<file path="src/rtl/target_generator_pkg.sv">
// Shared snake-game definitions: grid size, coordinate widths and the target FSM encoding.
package target_generator_pkg;
  localparam int GRID_H = 160;
  localparam int GRID_V = 120;
  localparam int X_W    = 8;
  localparam int Y_W    = 7;

  typedef enum logic [1:0] {
    IDLE  = 2'd0,
    PLACE = 2'd1,
    ARMED = 2'd2,
    HIT   = 2'd3
  } state_t;
endpackage

</file>
<file path="src/rtl/target_generator_lfsr16.sv">
// Free-running 16-bit Fibonacci LFSR (taps 16,14,13,11); seed must be non-zero.
module lfsr16 #(
  parameter logic [15:0] SEED = 16'hACE1
) (
  input  logic        CLK,
  input  logic        RESET,
  output logic [15:0] q
);
  always_ff @(posedge CLK) begin
    if (!RESET) q <= SEED;
    else        q <= {q[14:0], q[15] ^ q[13] ^ q[12] ^ q[10]};
  end
endmodule

</file>
<file path="src/rtl/target_generator.sv">
// Places the food target from LFSR candidates and emits a one-cycle REACHED_TARGET pulse on a head hit.
// All outputs registered; a rejected candidate simply retries with the next LFSR value.
module target_generator
  import target_generator_pkg::*;
#(
  parameter int          H_CELLS   = GRID_H,
  parameter int          V_CELLS   = GRID_V,
  parameter logic [15:0] LFSR_SEED = 16'hACE1
) (
  input  logic           CLK,
  input  logic           RESET,
  input  logic           GAME_ACTIVE,
  input  logic           HEAD_VALID,
  input  logic [X_W-1:0] HEAD_X,
  input  logic [Y_W-1:0] HEAD_Y,
  output logic           REACHED_TARGET,
  output logic [X_W-1:0] TARGET_X,
  output logic [Y_W-1:0] TARGET_Y,
  output logic           TARGET_VALID
);
  localparam logic [X_W:0]   X_LIM = (X_W+1)'(H_CELLS);
  localparam logic [Y_W:0]   Y_LIM = (Y_W+1)'(V_CELLS);
  localparam logic [X_W-1:0] X_MID = X_W'(H_CELLS / 2);
  localparam logic [Y_W-1:0] Y_MID = Y_W'(V_CELLS / 2);

  state_t         state;
  logic [15:0]    lfsr_q;
  logic           lfsr_unused;
  logic [X_W-1:0] cand_x;
  logic [Y_W-1:0] cand_y;
  logic           cand_ok;
  logic           head_hit;

  lfsr16 #(.SEED(LFSR_SEED)) u_lfsr (
    .CLK   (CLK),
    .RESET (RESET),
    .q     (lfsr_q)
  );

  assign cand_x      = lfsr_q[7:0];
  assign cand_y      = lfsr_q[14:8];
  assign lfsr_unused = lfsr_q[15];

  // A candidate under the snake head would score instantly, so it is rejected too.
  assign cand_ok  = ({1'b0, cand_x} < X_LIM) && ({1'b0, cand_y} < Y_LIM) &&
                    !((cand_x == HEAD_X) && (cand_y == HEAD_Y));
  assign head_hit = HEAD_VALID && (HEAD_X == TARGET_X) && (HEAD_Y == TARGET_Y);

  always_ff @(posedge CLK) begin
    if (!RESET) begin
      state          <= IDLE;
      REACHED_TARGET <= 1'b0;
      TARGET_VALID   <= 1'b0;
      TARGET_X       <= X_MID;
      TARGET_Y       <= Y_MID;
    end else if (!GAME_ACTIVE) begin
      state          <= IDLE;
      REACHED_TARGET <= 1'b0;
      TARGET_VALID   <= 1'b0;
    end else begin
      REACHED_TARGET <= 1'b0;
      case (state)
        IDLE: state <= PLACE;
        PLACE: begin
          if (cand_ok) begin
            TARGET_X     <= cand_x;
            TARGET_Y     <= cand_y;
            TARGET_VALID <= 1'b1;
            state        <= ARMED;
          end
        end
        ARMED: begin
          if (head_hit) begin
            REACHED_TARGET <= 1'b1;
            TARGET_VALID   <= 1'b0;
            state          <= HIT;
          end
        end
        HIT: state <= PLACE;
        default: state <= IDLE;
      endcase
    end
  end
endmodule

</file>
<file path="config.mk">
export PLATFORM = sky130hd
export DESIGN_NAME = target_generator
export DESIGN_NICKNAME = d
export VERILOG_FILES = /design/src/rtl/target_generator_pkg.sv /design/src/rtl/target_generator_lfsr16.sv /design/src/rtl/target_generator.sv
export SDC_FILE = /design/constraint.sdc
export NUM_CORES = 1
export LEC_CHECK = 0
export BUFFER_PORTS_ARGS = -buffer_cell sky130_fd_sc_hd__buf_2
export CORE_ASPECT_RATIO = 2
export CORE_UTILIZATION = 45
export CTS_BUF_LIST = sky130_fd_sc_hd__clkbuf_2 sky130_fd_sc_hd__clkbuf_4 sky130_fd_sc_hd__clkbuf_8
export CTS_CLUSTER_SIZE = 10
export DETAILED_ROUTE_END_ITERATION = 12
export PLACE_DENSITY = 0.71
export SYNTH_ARGS = -nofsm -noshare
export SYNTH_HDL_FRONTEND = slang
export SYNTH_SLANG_ARGS = --single-unit
</file>
<file path="constraint.sdc">
create_clock -name CLK -period 1.6 [get_ports CLK]
set_input_delay 0.32 -clock CLK [delete_from_list [all_inputs] [get_ports CLK]]
set_output_delay 0.32 -clock CLK [all_outputs]
set_load 0.05 [all_outputs]
</file>
==> metrics <==
run status finished, violations left; violated checks design-rule violations, negative setup slack; Avg Cell Area, Syn 10.4 um^2; Worst Path Max Fanout 5; die area 0.00381 mm^2; max frequency 617 MHz; die span in y 86.3 um; Hold-fix buffers, CTS 0; WP data required 1.77 ns; synth unique cells 26; Top FF cell, synth dfxtp_1; Startpoint Class flip-flop; GPL Wtd Cong 0.771; Crit. End Element flip-flop; crit path kind reg -> reg; Synth Area in Compound Gates 0.0329; Post-Syn Instances 154; clk sinks 35; Row Count 30; Hold Slack 0.278 ns; Area Overhead vs Synth 34.4%; Tmin final 1.62 ns; count of flip-flops with a built-in enable after synthesis 0; Placed Cells 233; pins over their slew limit 0; Initial Util 0.473; largest family of logic cells by synthesized area simple AND/OR/NAND/NOR gates; # IOs 36; total number of vias 1,263; RSZ-0062 raised after global routing true; final hold viol count 0; share of cells above drive strength 1 0.486; Clock transition at path regs 0.07 ns; clock skew 0.00539 ns; final-layout fill cell count 282; drt first pass iters 8; delay-heaviest family, CP simple AND/OR/NAND/NOR gates; multi-input logic area 945 um^2; LEAKAGE 0.820 nW; vias in the first global route 1,315; synthesis-stage register bit count 35; Min-Delay Path Class in -> reg; final worst-path cycle share 1.01; drt wl/cell 15.8 um; drt drc 1; clk buf depth 2; GRT overflow 0; sequential share of the synthesized area 0.439; Yosys warnings 0; DPL Wire Length 2830 um; CTS tree yes; Synthesized Nets 176; Final WS setup -0.0198 ns; Max-slew headroom 0.795; CORE AREA 0.00338 mm^2; crit-path cells xnor2_2, nand4_1, nor4_4, a211oi_4, buf_6, mux2i_1, nand2_1; crit path max-delay cell type dfxtp_2; max incr delay on CP 0.34 ns; pwr/cell area 911 mW/mm^2; setup violators final 3; Synth Area in Simple Gates 0.192; mapped cell area 0.00160 mm^2; worst skew pair latency 0.29 ns; final wirelength 3820 um; initial drt markers 16; Storage cell area 729 um^2; Max Cap Violations 0; Worst-Margin Slew 0.306 ns; first-pass GRT wire length 6180 um; PortBufs 35; CTS Buf Count 5; ant diodes 0; vias per std cell 5.22; WP data arrival 1.79 ns; Synth Area in Adders 0.0235; H-tree Lvls 2; die width 44.1 um; largest net degree at the start of global routing 29; clk root buf clkbuf_8; gr usage total 0.226; ys async rst share 0; Synth Area in XOR/XNOR 0.181; non-filler instance count after layout 242; Worst Path Buf+Inv 1; nets@finish 231; initial antenna violation count 0; post-synthesis mux area share 0.106; peak supply drop 889 uV; Final ANT Viol Nets 0
[power breakdown]
group	internal, mW	total, mW	switching, mW
Sequential	0.912	0.950	0.0385
Clock	0.410	0.720	0.310
Combinational	0.147	0.287	0.140
[worst paths after layout]
path                                                from                       end  slack, ns  cells past startpoint
worst max-delay path              u_lfsr.q[3]$_SDFF_PN0_  TARGET_Y[4]$_SDFFE_PN1P_      -0.02                      7
worst min-delay path                               RESET   u_lfsr.q[13]$_SDFF_PN1_       0.28                      2
worst max register to register    u_lfsr.q[3]$_SDFF_PN0_  TARGET_Y[4]$_SDFFE_PN1P_      -0.02                      7
worst min register to register  TARGET_Y[5]$_SDFFE_PN1P_  TARGET_Y[5]$_SDFFE_PN1P_       0.49                      2
[synthesized netlist by cell type, types with 3 or more instances]
cell,number,share of area
mux2i_1,17,0.11
xor2_1,5,0.027
xnor2_1,28,0.15
ha_1,3,0.023
inv_1,4,0.0094
nor2b_1,9,0.035
dfxtp_1,35,0.44
clkbuf_1,3,0.0070
and2_1,8,0.031
nand2b_1,7,0.027
nand4_1,8,0.031
nand2_1,10,0.023
nand3_1,3,0.0094
[flip-flops by register name, summed over array words and instances, names as in the netlist]
register,flops
REACHED_TARGET,1
TARGET_VALID,1
TARGET_X,8
TARGET_Y,7
state,2
u_lfsr.q,16
[worst register-to-register path, delay by kind of cell (launching register included)]
family                    cells  cell delay (ns)
muxes                         1             0.18
buffers and inverters         1             0.16
DFF                           1             0.34
xor gates and xnor gates      1             0.16
and+or+nand+nor               3             0.54
AOI/OAI and AO/OA             1             0.14
[cells by family after synthesis]
family,count (synthesis)
simple gates,52
buf+inv,8
compound gates,6
mux,17
xor+xnor,33
flops,35
fa+ha+maj,3
[metal layers]
| metal | wire (um) | vias up | track usage |
|---|---|---|---|
| met5 | 0 | - | 0 |
| met3 | 108 | 6 | 0.0583 |
| met4 | 60 | 0 | 0.0909 |
| met1 | 1400 | 614 | 0.218 |
| li1 | - | 615 | - |
| met2 | 2250 | 28 | 0.426 |
[repair_timing]
| action | CTS | global route |
|---|---|---|
| endpoints found under the setup margin | 18 | 18 |
| pin swaps | 5 | 3 |
| buffers inserted | 2 | 0 |
| resized for setup | 13 | 14 |
[through the flow]
step,worst slack [ns],power [mW],area (um^2),utilization,setup TNS [ns]
2_1_floorplan,0.0202,1.11,1620,-,0
4_1_cts,-0.0210,1.96,2100,0.621,-0.0620
5_1_grt,-0.0955,2.03,2150,0.636,-1.14
3_3_place_gp,-0.151,1.21,1930,0.570,-2.19
6_report,-0.0198,1.96,2150,0.636,-0.0476
3_5_place_dp,-0.213,1.22,1930,0.570,-3.00
[cells in the final DEF (no fill, tap or decap), drive strengths merged]
cell type	count
a211oi	1
o21ai	1
xnor2	28
or2	2
ha	3
nand4	8
nand3b	1
a31oi	1
buf	52
dfxtp	35
nor4	2
and4	1
a21oi	1
nand2b	7
o22ai	1
nor2b	9
nor2	1
nand3	3
inv	4
clkbuf	8
mux2i	17
a21bo	1
xor2	5
nand2	10
and2	8
[layout make-up]
cell class | count | share of cell area
Timing Repair Buffer | 52 | 0.146
Clock buffer | 8 | 0.0484
Sequential cell | 35 | 0.340
Inverter | 4 | 0.00699
Tap cell | 32 | 0.0186
Multi-Input combinational cell | 111 | 0.440
Power figures use the tool's default switching activity.
